==> src/rtl/lsu_req_ctrl.sv <==
// Initiator-side LSU request controller: one outstanding load/store with a fixed read latency.
// Optional macro LSU_REQ_CTRL_POSTED_STORE_EN: stores complete without a response.
module lsu_req_ctrl #(
    parameter int unsigned DATA_WIDTH     = 32,
    parameter int unsigned ADDRESS_SPACE  = 4096,
    parameter int unsigned NUM_DATA_TYPES = 6,
    parameter int unsigned READ_LATENCY   = 1,
    parameter int unsigned RD_WIDTH       = 5,
    localparam int unsigned AW = $clog2(ADDRESS_SPACE),
    localparam int unsigned DW = $clog2(NUM_DATA_TYPES)
) (
    input  logic                  clk,
    input  logic                  reset,
    input  logic                  req_valid_in,
    output logic                  req_ready_out,
    input  logic                  req_we_in,
    input  logic [AW-1:0]         req_addr_in,
    input  logic [DATA_WIDTH-1:0] req_data_in,
    input  logic [DW-1:0]         req_dtype_in,
    input  logic [RD_WIDTH-1:0]   req_rd_in,
    output logic [AW-1:0]         lsu_addr_out,
    output logic [DATA_WIDTH-1:0] lsu_data_out,
    output logic                  lsu_we_out,
    output logic [DW-1:0]         lsu_dtypes_out,
    input  logic [DATA_WIDTH-1:0] lsu_data_in,
    output logic                  rsp_valid_out,
    input  logic                  rsp_ready_in,
    output logic [DATA_WIDTH-1:0] rsp_data_out,
    output logic [RD_WIDTH-1:0]   rsp_rd_out,
    output logic                  rsp_err_out
);

    typedef enum logic [1:0] {StIdle, StIssue, StWait, StResp} state_e;

    localparam logic [DW-1:0] DtHalf  = DW'(1);
    localparam logic [DW-1:0] DtWord  = DW'(2);
    localparam logic [DW-1:0] DtHalfU = DW'(4);

    state_e                state_q, state_d;
    logic [3:0]            cnt_q, cnt_d;
    logic                  is_store_q, is_store_d;
    logic [RD_WIDTH-1:0]   rd_q, rd_d;
    logic                  req_ready_q, req_ready_d;
    logic [AW-1:0]         lsu_addr_q, lsu_addr_d;
    logic [DATA_WIDTH-1:0] lsu_data_q, lsu_data_d;
    logic                  lsu_we_q, lsu_we_d;
    logic [DW-1:0]         lsu_dtypes_q, lsu_dtypes_d;
    logic                  rsp_valid_q, rsp_valid_d;
    logic [DATA_WIDTH-1:0] rsp_data_q, rsp_data_d;
    logic [RD_WIDTH-1:0]   rsp_rd_q, rsp_rd_d;
    logic                  rsp_err_q, rsp_err_d;
    logic                  req_err;
    logic                  done;

    always_comb begin
        req_err = (req_dtype_in > DtHalfU)
               || (((req_dtype_in == DtHalf) || (req_dtype_in == DtHalfU)) && req_addr_in[0])
               || ((req_dtype_in == DtWord) && (req_addr_in[1:0] != 2'b00));
    end

    always_comb begin
        state_d      = state_q;
        cnt_d        = cnt_q;
        is_store_d   = is_store_q;
        rd_d         = rd_q;
        req_ready_d  = req_ready_q;
        lsu_addr_d   = lsu_addr_q;
        lsu_data_d   = lsu_data_q;
        lsu_we_d     = 1'b0;
        lsu_dtypes_d = lsu_dtypes_q;
        rsp_valid_d  = rsp_valid_q;
        rsp_data_d   = rsp_data_q;
        rsp_rd_d     = rsp_rd_q;
        rsp_err_d    = rsp_err_q;
        done         = 1'b0;

        unique case (state_q)
            StIdle: begin
                if (req_valid_in && req_ready_q) begin
                    req_ready_d = 1'b0;
                    is_store_d  = req_we_in;
                    rd_d        = req_we_in ? '0 : req_rd_in;
                    if (req_err) begin
                        // Rejected requests never reach the LSU bus.
                        state_d     = StResp;
                        rsp_valid_d = 1'b1;
                        rsp_err_d   = 1'b1;
                        rsp_data_d  = '0;
                        rsp_rd_d    = req_we_in ? '0 : req_rd_in;
                    end else begin
                        lsu_addr_d   = req_addr_in;
                        lsu_data_d   = req_data_in;
                        lsu_dtypes_d = req_dtype_in;
                        lsu_we_d     = req_we_in;
                        state_d      = StIssue;
                    end
                end
            end
            StIssue: begin
                cnt_d = 4'(READ_LATENCY - 1);
`ifdef LSU_REQ_CTRL_POSTED_STORE_EN
                if (is_store_q) begin
                    state_d     = StIdle;
                    req_ready_d = 1'b1;
                end else if (READ_LATENCY == 1) begin
                    done = 1'b1;
                end else begin
                    state_d = StWait;
                end
`else
                if (READ_LATENCY == 1) begin
                    done = 1'b1;
                end else begin
                    state_d = StWait;
                end
`endif
            end
            StWait: begin
                cnt_d = cnt_q - 4'd1;
                if (cnt_q == 4'd1) begin
                    done = 1'b1;
                end
            end
            StResp: begin
                if (rsp_ready_in) begin
                    rsp_valid_d = 1'b0;
                    req_ready_d = 1'b1;
                    state_d     = StIdle;
                end
            end
            default: state_d = StIdle;
        endcase

        if (done) begin
            state_d     = StResp;
            rsp_valid_d = 1'b1;
            rsp_err_d   = 1'b0;
            rsp_data_d  = is_store_q ? '0 : lsu_data_in;
            rsp_rd_d    = rd_q;
        end
    end

    always_ff @(posedge clk) begin
        if (reset) begin
            state_q      <= StIdle;
            cnt_q        <= '0;
            is_store_q   <= 1'b0;
            rd_q         <= '0;
            req_ready_q  <= 1'b1;
            lsu_addr_q   <= '0;
            lsu_data_q   <= '0;
            lsu_we_q     <= 1'b0;
            lsu_dtypes_q <= '0;
            rsp_valid_q  <= 1'b0;
            rsp_data_q   <= '0;
            rsp_rd_q     <= '0;
            rsp_err_q    <= 1'b0;
        end else begin
            state_q      <= state_d;
            cnt_q        <= cnt_d;
            is_store_q   <= is_store_d;
            rd_q         <= rd_d;
            req_ready_q  <= req_ready_d;
            lsu_addr_q   <= lsu_addr_d;
            lsu_data_q   <= lsu_data_d;
            lsu_we_q     <= lsu_we_d;
            lsu_dtypes_q <= lsu_dtypes_d;
            rsp_valid_q  <= rsp_valid_d;
            rsp_data_q   <= rsp_data_d;
            rsp_rd_q     <= rsp_rd_d;
            rsp_err_q    <= rsp_err_d;
        end
    end

    assign req_ready_out  = req_ready_q;
    assign lsu_addr_out   = lsu_addr_q;
    assign lsu_data_out   = lsu_data_q;
    assign lsu_we_out     = lsu_we_q;
    assign lsu_dtypes_out = lsu_dtypes_q;
    assign rsp_valid_out  = rsp_valid_q;
    assign rsp_data_out   = rsp_data_q;
    assign rsp_rd_out     = rsp_rd_q;
    assign rsp_err_out    = rsp_err_q;

endmodule

==> config.mk <==
export PLATFORM = sky130hd
export DESIGN_NAME = lsu_req_ctrl
export DESIGN_NICKNAME = d
export VERILOG_FILES = /design/src/rtl/lsu_req_ctrl.sv
export SDC_FILE = /design/constraint.sdc
export NUM_CORES = 1
export LEC_CHECK = 0
export CELL_PAD_IN_SITES_DETAIL_PLACEMENT = 1
export CELL_PAD_IN_SITES_GLOBAL_PLACEMENT = 1
export CORE_UTILIZATION = 29
export DETAILED_ROUTE_END_ITERATION = 10
export GPL_TIMING_DRIVEN = 0
export PLACE_DENSITY_LB_ADDON = 0.15
export SLEW_MARGIN = 20
export SYNTH_ARGS = -nofsm -noshare
export SYNTH_HDL_FRONTEND = slang
export SYNTH_SLANG_ARGS = --single-unit
==> constraint.sdc <==
create_clock -name clk -period 2.3 [get_ports clk]
set_input_delay 0.46 -clock clk [delete_from_list [all_inputs] [get_ports clk]]
set_output_delay 0.46 -clock clk [all_outputs]
set_load 0.005 [all_outputs]
==> qor.txt <==
PLACEMENT
---------------------------------------------------------------------------------------
Number of buffers inserted by port buffering                                        176
Instance area at placement                                                  0.00567 mm²
Global placer's final weighted congestion                                         0.725
Cell total after placement                                                          745
HPWL after detailed placement                                                   8830 µm

FLOORPLANNING
---------------------------------------------------------------------------------------
Total core area                                                              0.0122 mm²
Area of the die                                                              0.0132 mm²
Die span in y                                                                    115 µm
Horiz. Die Dim                                                                   115 µm
Number of rows created at floorplan                                                  40
Initial cell density of the core                                                  30.3%
# IOs                                                                               177

STA
---------------------------------------------------------------------------------------
Tightest Pin Transition                                                          556 ps
Final critical-path required period                                             2180 ps
Max-slew headroom                                                                 63.0%
Final Max Tran Viols                                                                  0
Achievable clock frequency                                                      458 MHz
Worst hold slack                                                                 448 ps
Final setup violation count                                                           0
Worst Skew                                                                      3.40 ps
RSZ-0062 raised after global routing                                              false
Final Cycle Share                                                                 94.9%
Number of hold-slack violations in the final timing report                            0

SYNTH
---------------------------------------------------------------------------------------
Number of warnings issued by yosys                                                    0
Post-Synth XOR/XNOR Area                                                             0%
Most used flip-flop cell after synthesis                                   sky130_fd_sc_hd__dfxtp_1
Register area share after synthesis                                               54.1%
Proportion of synthesized flip-flops having asynchronous set or reset                0%
Area fraction in compound gates after synthesis                                   19.5%
Dominant combinational cell family by area after synthesis                 compound AO/OA/AOI/OAI gates
EDFF count, synth                                                                     0
Post-Synth Adder-Cell Area                                                        2.37%
Post-synth net total                                                                497
Share of synthesized area spent on multiplexers                                   1.93%
Post-synthesis sequential element count                                             100
Post-Synthesis Cell Area                                                    0.00370 mm²
Simple-gate share of the synthesized area                                         16.7%
Unique cell type count in the Yosys netlist                                          39
Cell count after synthesis                                                          401
Post-Synthesis Mean Instance Area                                              9.22 µm²

SETUP PATH
---------------------------------------------------------------------------------------
Reg-to-reg critical path startpoint                                          state_q[0]
Number of buffer and inverter instances along the worst setup path                    4
Critical path arrival                                                           2410 ps
Largest fanout on the critical path                                                  10
Cell occurring most often along the worst timing path                      sky130_fd_sc_hd__inv_1
Nature of the critical path endpoint                                          flip-flop
Critical register-to-register path endpoint                                rsp_data_out[5]
Register-to-Register Setup Slack                                                 120 ps
Stage delay of the slowest cell on the critical path                             370 ps
Data required time at the worst endpoint                                        2530 ps
Worst reg-to-reg path cell count                                                      9
Kind of cell adding the most delay to the critical path                    simple AND/OR/NAND/NOR gates
Worst setup path start                                                       state_q[0]
Cells along the critical path                                              inv_1 -> ha_1 -> inv_1 -> nor2_2 -> o21ai_4 -> nor2b_4 -> buf_6 -> buf_8 -> a22o_1
Element type at the critical path start                                       flip-flop
Critical Path Slowest Stage Cell                                           sky130_fd_sc_hd__nor2_2
Critical Setup Path Class                                                       reg2reg

PWR
---------------------------------------------------------------------------------------
Sequential group share of total power                                             38.6%
Pint                                                                          0.00399 W
Peak VDD IR                                                                      485 µV
Power density over cell area                                                 930 mW/mm²
Net switching fraction of the power                                               28.8%
Portion of total power attributed to combinational logic                          30.4%
Clk network pwr share                                                             31.0%
Net switching power                                                           0.00162 W
Static leakage power                                                            2.22 nW

GRT
---------------------------------------------------------------------------------------
All-layer global routing usage                                                    18.7%
Initial antenna violation count                                                       0
First-pass GRT wire length                                                    19,000 µm
Maximum number of pins on one net before global-route repair                         17
Remaining global-route overflow                                                       0
Number of global-route vias before repair                                         3,730

STATUS
---------------------------------------------------------------------------------------
Status                                                                     finished, final reports clean

HOLD PATH
---------------------------------------------------------------------------------------
Hold_sp                                                                     rsp_err_out
Worst hold path class                                                           reg2reg
Hold Path Sink                                                              rsp_err_out
Number of stages on the worst hold path                                               2

DETAILED ROUTING
---------------------------------------------------------------------------------------
DR DRC count                                                                          0
Routed wire per std cell                                                        15.9 µm
Total length of routed wires                                                  12,100 µm
Count of vias placed by the detailed router                                       3,530
Detailed-routing iteration count for the pre-antenna-repair pass                      4
Number of nets with antenna violations after detailed routing                         0
Number of violations reported at the end of detailed-routing iteration 0            146
Number of vias per cell after detailed routing                                     4.64

CLOCK TREE
---------------------------------------------------------------------------------------
Max H-tree Level                                                                      3
Clock root buffer master                                                   sky130_fd_sc_hd__clkbuf_16
Number of hold-repair buffers added at the cts stage                                  0
CTS Buffer Depth                                                                      2
Clock insertion delay at the later pin of the skew report                        350 ps
Clock sink total                                                                    100
Clock slew at reported path FFs                                                   70 ps
TritonCTS clock tree                                                               done
Buffers inserted during post-CTS setup optimization                                   0
Clock buffer count from CTS                                                           9

CELLS AND AREA
---------------------------------------------------------------------------------------
Post-route cell area                                                        0.00603 mm²
Commonest non-fill, non-tap cell in the layout                             sky130_fd_sc_hd__clkdlybuf4s50_1
Post-route non-filler standard cell count                                           761
NumNets Final                                                                       684
Antenna fix cells                                                                     0
Top library cells by usage in the layout, fill and taps aside              sky130_fd_sc_hd__clkdlybuf4s50_1 (176), sky130_fd_sc_hd__nand2_1 (113), sky130_fd_sc_hd__dfxtp_1 (100)
Share of cells above drive strength 1                                             7.08%
Area growth from synthesis to layout                                              63.0%

RUN
---------------------------------------------------------------------------------------
Max-capacitance violation count                                                       0

-- worst max-delay path by stage --
stage / endpoint / cells past startpoint / slack (ps)
floorplan: rsp_data_out[0] / 9 / 530
global placement: rsp_data_out[13] / 7 / -80
detailed placement: rsp_data_out[29] / 7 / -110
CTS: rsp_data_out[5] / 7 / 50
global route: rsp_data_out[5] / 9 / 0.4
finish: rsp_data_out[5] / 9 / 120
-- cells by family after synthesis --
logic type,Yosys count
simple gates,144
compound gates,110
flops,100
buf+inv,33
mux,7
fa+ha+maj,7
-- cells in the mapped netlist, types with 3 or more instances --
library cell               number  area (µm²)
sky130_fd_sc_hd__nand2b_1       3        18.8
sky130_fd_sc_hd__clkbuf_1      13        48.8
sky130_fd_sc_hd__dfxtp_1      100        2000
sky130_fd_sc_hd__inv_1          8        30.0
sky130_fd_sc_hd__a21oi_1       59         295
sky130_fd_sc_hd__buf_6          4        45.0
sky130_fd_sc_hd__nor2_1         9        33.8
sky130_fd_sc_hd__a22o_1        32         280
sky130_fd_sc_hd__nor2b_1        5        31.3
sky130_fd_sc_hd__a211oi_1       6        45.0
sky130_fd_sc_hd__o21ai_0        4        20.0
sky130_fd_sc_hd__nand2_1      113         424
sky130_fd_sc_hd__mux2i_1        6        60.1
sky130_fd_sc_hd__buf_4          3        22.5
sky130_fd_sc_hd__ha_1           7        87.6
sky130_fd_sc_hd__buf_8          3        45.0
-- metrics by stage --
stage	power [W]	util [%]	setup TNS (ps)	setup slack (ps)
floorplan	0.00303	-	0	525
global placement	0.00384	46.4	-4250	-82.7
detailed placement	0.00389	46.4	-5460	-108
CTS	0.00568	49.2	0	49.1
global route	0.00594	49.4	0	0.389
finish	0.00561	49.4	0	118
-- per-layer routing --
metal,routed length (µm),GRT usage (%),share of wire [%]
met5,0,0,0
met4,168,5.45,1.4
met3,1170,8.28,9.7
met2,5810,33.5,48
met1,4930,19.6,41
-- power by group through the flow --
stage	combinational, W	sequential, W	clock (W)
after floorplan	0.000828	0.00220	0
after global placement	0.00165	0.00219	0
after detailed placement	0.00169	0.00220	0
after CTS	0.00171	0.00217	0.00179
after global routing	0.00188	0.00220	0.00186
final	0.00170	0.00217	0.00174
-- worst register-to-register path: cells and delay by family, from the launching register on --
kind | cells | cell delay, ps
simple gates | 2 | 550
compound gates | 2 | 410
buf+inv | 4 | 480
flops | 1 | 340
fa+ha+maj | 1 | 270
-- registers in the layout, summed over array words and instances (netlist names) --
name	cells
rd_q	5
state_q	2
rsp_err_out	1
req_ready_out	1
rsp_data_out	32
lsu_dtypes_out	3
cnt_q	4
rsp_valid_out	1
lsu_data_out	32
lsu_addr_out	12
is_store_q	1
lsu_we_out	1
rsp_rd_out	5
-- cell type report --
type | instances | area (µm²)
Timing Repair Buffer | 176 | 1760
Buffer | 25 | 176
Multi-Input combinational cell | 268 | 1510
Clock inverter | 7 | 115
Sequential cell | 100 | 2000
Tap cell | 168 | 210
Inverter | 8 | 30.0
Fill cell | 1465 | 6180
Clock buffer | 9 | 225
-- timing repair --
| action | in CTS | in global routing |
|---|---|---|
| hold endpoints to repair | 0 | 0 |
| setup endpoints to repair | 0 | 39 |
| resized for setup | 0 | 12 |
No activity file was read; power rests on OpenSTA's default activity.
==> RTL edit 1: new RTL, same settings <==
`lsu_data_q` no longer has a reset.
--- a/src/rtl/lsu_req_ctrl.sv
+++ b/src/rtl/lsu_req_ctrl.sv
@@ -148,7 +148,6 @@
             rd_q         <= '0;
             req_ready_q  <= 1'b1;
             lsu_addr_q   <= '0;
-            lsu_data_q   <= '0;
             lsu_we_q     <= 1'b0;
             lsu_dtypes_q <= '0;
             rsp_valid_q  <= 1'b0;
@@ -162,7 +161,6 @@
             rd_q         <= rd_d;
             req_ready_q  <= req_ready_d;
             lsu_addr_q   <= lsu_addr_d;
-            lsu_data_q   <= lsu_data_d;
             lsu_we_q     <= lsu_we_d;
             lsu_dtypes_q <= lsu_dtypes_d;
             rsp_valid_q  <= rsp_valid_d;
@@ -170,6 +168,10 @@
             rsp_rd_q     <= rsp_rd_d;
             rsp_err_q    <= rsp_err_d;
         end
+    end
+
+    always_ff @(posedge clk) begin
+        lsu_data_q <= lsu_data_d;
     end
 
     assign req_ready_out  = req_ready_q;
Formal check against the unedited RTL: differs if reset is asserted again (counterexample within 4 cycles, from zero or initial values and one cycle with reset high); with reset held inactive, the same outputs for 4 cycles.
==> RTL edit 1 against the original RTL <==
Worst setup slack improved by 79 ps. Routed wire length fell by 14%. Clock skew up 1.9 ps. Sequential cell count is the same. Final area decreased by 2.6%. Via count shrank 20%. Maximum frequency rose by 3.8%. Area after synthesis is 2.9% lower. Total power decreased by 3.7%. Combinational power is 6% lower. Critical endpoint is now rsp_data_out[27]$_SDFFE_PP0P_.
==> RTL edit 1: results (changes against the original RTL) <==
Synthesis:
- The commonest cells after synthesis are 68 x dfxtp_1, 32 x edfxtp_1, 27 x a22o_2.
- In the post-synthesis netlist, the biggest area contributors are dfxtp_1 38%, edfxtp_1 27%, a22o_2 7.5%, mux2i_1 5.9%, ha_1 2.4%.
- The multiplexer area fraction after synthesis is 5.85% (+3.9 points).
- The adder and majority gate portion of the synthesized area is 2.44% (+0.070 points).
- The number of synthesized flops with an enable pin is 32 (+32).
- The synthesized-area fraction occupied by ao, oa, aoi and oai cells was 14.6% (-4.8 points).

GRT:
- The number of global-route vias before repair is 2,855 (-23%).
- The global-route wire length before repair came to 16.0 mm (-16%).
- The maximum number of pins on one net before global-route repair came to 42 (+25).

Worst setup path:
- The highest-delay cell along the critical path is dfxtp_1.
- The stage delay of the slowest cell on the critical path is 400 ps (+30 ps).

Timing:
- The maximum clock skew at final layout is 5.31 ps (+1.92 ps).
- The transition time at the pin with the least slew margin was 547 ps (-8.65 ps).

Power and ir drop:
- The worst voltage drop across the vdd grid is 647 uV (+33%).
- The leakage power is 2.17 nW (-2.6%).

Clock network:
- The maximum buffer depth of the clock tree is 2 (unchanged).
- The number of clock buffers inserted by TritonCTS was 9 (unchanged).

Route:
- The total vias in the final route came to 2,838 (-20%).
- The detailed router's first-iteration violation count is 147 (+0.68%).
- The sum of routed wire length over all layers was 10.4 mm (-14%).

Finish:
- The number of filler instances in the final layout is 1,263 (-14%).
- The net count reported at finish was 560 (-18%).
- The share of cells above drive strength 1 was 12.8% (+5.7 points).

Placed design:
- The number of buffers added on ports is 175 (-0.57%).
- The total half-perimeter wirelength after legalization and detailed placement was 7.70 mm (-13%).
- The final weighted congestion in routability-driven placement came to 0.722 (-0.46%).

Run status:
- The flow ran to the end, and the final reports show no timing, DRC or antenna violations.
-- RTL edit 1: changes by cell type after synthesis, sizes merged, moves of 14 or more --
cell / change
edfxtp: +32
nor2: +14
dfxtp: -32
nand2: -95
mux2i: +15
a21oi: -46
-- RTL edit 1: per-layer routing --
metal | routed length (um) | global-route usage [%]
met4 | 172 | 5.96
met5 | 0 | 0
met1 | 4460 | 19.6
met2 | 4930 | 27.0
met3 | 802 | 6.86
-- RTL edit 1: cell families (layout without fill, tap and decap cells) --
| logic type | Yosys count | count (layout) |
|---|---|---|
| mux | 21 | 21 |
| flops | 100 | 100 |
| simple gates | 65 | 65 |
| compound gates | 64 | 64 |
| buf+inv | 21 | 212 |
| fa+ha+maj | 7 | 7 |
-- RTL edit 1: what timing repair did --
action	CTS	global route
gates cloned	0	0
setup endpoints to repair	8	41
pin swaps	0	0
hold endpoints to repair	0	0
resized for setup	2	4
-- RTL edit 1: through the flow --
step | std cells | worst slack [ps]
after floorplan | 278 | 439
after global placement | 621 | -258
after detailed placement | 621 | -296
after CTS | 637 | 18.9
after global routing | 637 | 6.95
final | 637 | 198
-- RTL edit 1: worst paths after layout --
path	from	end	slack, ps	cells past startpoint
setup / recovery	state_q[0]$_SDFFE_PP0P_	rsp_data_out[27]$_SDFFE_PP0P_	200	9
hold / removal	rd_q[1]$_SDFFE_PP0P_	rd_q[1]$_SDFFE_PP0P_	460	2
setup reg to reg	state_q[0]$_SDFFE_PP0P_	rsp_data_out[27]$_SDFFE_PP0P_	200	9
hold reg to reg	rd_q[1]$_SDFFE_PP0P_	rd_q[1]$_SDFFE_PP0P_	460	2
-- RTL edit 1: worst reg2reg max path, delay by kind of cell (launching register included) --
family	cells	cell delay [ps]
adders and majority gates	1	280
DFF	1	400
and+or+nand+nor	3	550
AOI/OAI and AO/OA	2	460
buffers and inverters	3	360
-- RTL edit 1: power breakdown --
| group | total [mW] | internal, mW | switching [mW] |
|---|---|---|---|
| combinational | 1.60 | 0.900 | 0.697 |
| clock | 1.55 | 0.874 | 0.676 |
| sequential | 2.26 | 2.11 | 0.149 |
-- RTL edit 1: final cells by class --
| class | count | area, um2 | area share, % |
|---|---|---|---|
| buffer | 14 | 108 | 1.83 |
| clock buffer | 10 | 239 | 4.07 |
| clock inverter | 6 | 61.3 | 1.04 |
| inverter | 7 | 26.3 | 0.447 |
| multi-input combinational | 157 | 1160 | 19.7 |
| sequential | 100 | 2320 | 39.5 |
| tap | 168 | 210 | 3.58 |
| timing repair buffer | 175 | 1750 | 29.8 |
==> RTL edit 2: new RTL, same flow settings <==
Without the edit above. Build with the macro `LSU_REQ_CTRL_POSTED_STORE_EN` defined.
--- a/src/rtl/lsu_req_ctrl.sv
+++ b/src/rtl/lsu_req_ctrl.sv
@@ -1,5 +1,7 @@
 // Initiator-side LSU request controller: one outstanding load/store with a fixed read latency.
 // Optional macro LSU_REQ_CTRL_POSTED_STORE_EN: stores complete without a response.
+`define LSU_REQ_CTRL_POSTED_STORE_EN
+
 module lsu_req_ctrl #(
     parameter int unsigned DATA_WIDTH     = 32,
     parameter int unsigned ADDRESS_SPACE  = 4096,
Check against the original RTL: not equivalent (a bounded check fails within 4 cycles, from zero or initial values and one cycle with reset high).
==> RTL edit 2 against the original RTL <==
Core utilization fell by 0.61 points. Synthesized cell count grew 1.7%. Routed wire length fell by 0.35%. Worst setup slack gained 81 ps. Area after synthesis is 0.24% lower. Sequential cell count is the same. Non-clock buffer count is 1 higher. Combinational power down 14%. Total power down 9.6%. Count of clock-buffer cells in the layout up 4. Final area decreased by 1.2%. Critical path type unchanged. Highest routed layer unchanged.
==> RTL edit 2: results (changes against the original RTL) <==
Route:
- The total vias in the final route was 3,545 (+0.42%).
- The number of search-and-repair iterations in the first detailed-routing pass is 5 (+1).
- The average routed wire per standard cell is 15.7 um (-1.1%).
- The detailed router's first-iteration violation count came to 172 (+18%).

GRT:
- The maximum number of pins on one net before global-route repair came to 16 (-1).
- The global-route wire length before repair is 19.0 mm (+0.14%).

Worst setup path:
- The data arrival time of the worst path is 2340 ps (-70 ps).
- The startpoint identified for the worst register-to-register timing path is state_q[1]$_SDFFE_PP0P_.
- The register-to-register path setup slack came to 200 ps (+80 ps).
- The largest individual stage delay along the critical path comes from the cell dfxtp_1.
- On the critical path the largest part of the delay comes from buffers and inverters.
- The critical path startpoint is state_q[1]$_SDFFE_PP0P_.

Placed design:
- The number of buffers added on ports is 175 (-0.57%).
- The final weighted congestion in routability-driven placement is 0.752 (+3.7%).
- The total half-perimeter wirelength after legalization and detailed placement is 9.06 mm (+2.7%).
- The cell area after placement is 5650 um2 (-0.33%).

Finish:
- The share of cells above drive strength 1 was 6.84% (-0.24 points).
- The filler-free cell count of the finished design was 767 (+0.79%).
- The net count reported at finish is 690 (+0.88%).

Synthesis:
- By area the synthesized netlist is led by dfxtp_1 54%, nand2_1 12%, a21oi_1 8.0%, a22o_1 7.6%, ha_1 2.4%.
- By count the netlist is led by 116 x nand2_1, 100 x dfxtp_1, 59 x a21oi_1.
- The proportion of synthesized chip area in sequential cells came to 54.3% (+0.13 points).
- The count of cell types in the netlist is 34 (-13%).
- The net count of the mapped netlist is 504 (+1.4%).

Timing:
- The transition time at the pin with the least slew margin is 521 ps (-34.3 ps).
- The maximum clock skew at final layout came to 5.06 ps (+1.67 ps).

Run status:
- The flow ran to the end, and the final reports show no timing, DRC or antenna violations.

Power and ir drop:
- The worst voltage drop across the vdd grid came to 362 uV (-25%).
RTL edit 2: layer usage:
metal  global-route usage, %  wire (um)  vias up
met4                    5.97        184        0
met2                    32.3       5710      138
met1                    20.5       4910     1644
met3                    9.38       1230       13
li1                        -          -     1750
met5                       0          0        -
RTL edit 2: logic make-up after synthesis:
logic type	share of synthesized area [%]
AND/OR/NAND/NOR	17.7
buffers and inverters	5.05
multiplexers	1.97
flip-flops	54.3
adder cells (fa/ha/maj)	2.37
AO/OA/AOI/OAI	18.7
RTL edit 2: how the worst min path moves through the flow:
stage,from,endpoint,slack [ps],cells past startpoint
final,rsp_err_out$_SDFFE_PP0P_,rsp_err_out$_SDFFE_PP0P_,450,2
after floorplan,rd_q[0]$_SDFFE_PP0P_,rd_q[0]$_SDFFE_PP0P_,440,2
after global placement,rsp_err_out$_SDFFE_PP0P_,rsp_err_out$_SDFFE_PP0P_,440,2
after detailed placement,rsp_err_out$_SDFFE_PP0P_,rsp_err_out$_SDFFE_PP0P_,450,2
after CTS,rsp_err_out$_SDFFE_PP0P_,rsp_err_out$_SDFFE_PP0P_,460,2
after global routing,rd_q[3]$_SDFFE_PP0P_,rd_q[3]$_SDFFE_PP0P_,470,2
RTL edit 2: repair_timing:
item,CTS,global route
endpoints found under the setup margin,10,67
pin swaps,0,0
gates cloned,0,0
gates resized for setup,3,4
hold buffers,0,0
RTL edit 2: worst reg2reg max path, cell delays in order (launching register included):
cell,delay (ps)
dfxtp_1,370
inv_1,100
ha_1,240
and3_1,180
buf_2,230
o21ai_4,160
and3b_1,230
buf_4,160
buf_6,140
a22o_1,190
RTL edit 2: where the power goes:
group          switching [mW]  internal (mW)  leakage, nW  total, mW
logic                   0.672          0.795         1.25       1.47
registers               0.148           1.97        0.811       2.12
clock network           0.661          0.824        0.146       1.48
RTL edit 2: cell type report:
type | count | area (um2)
flip-flops and latches | 100 | 2000
clock buffers | 13 | 270
well taps | 168 | 210
clock inverters | 3 | 18.8
fillers | 1438 | 6260
repair buffers | 175 | 1750
inverters | 7 | 26.3
multi-input cells | 274 | 1510
plain buffers | 27 | 165
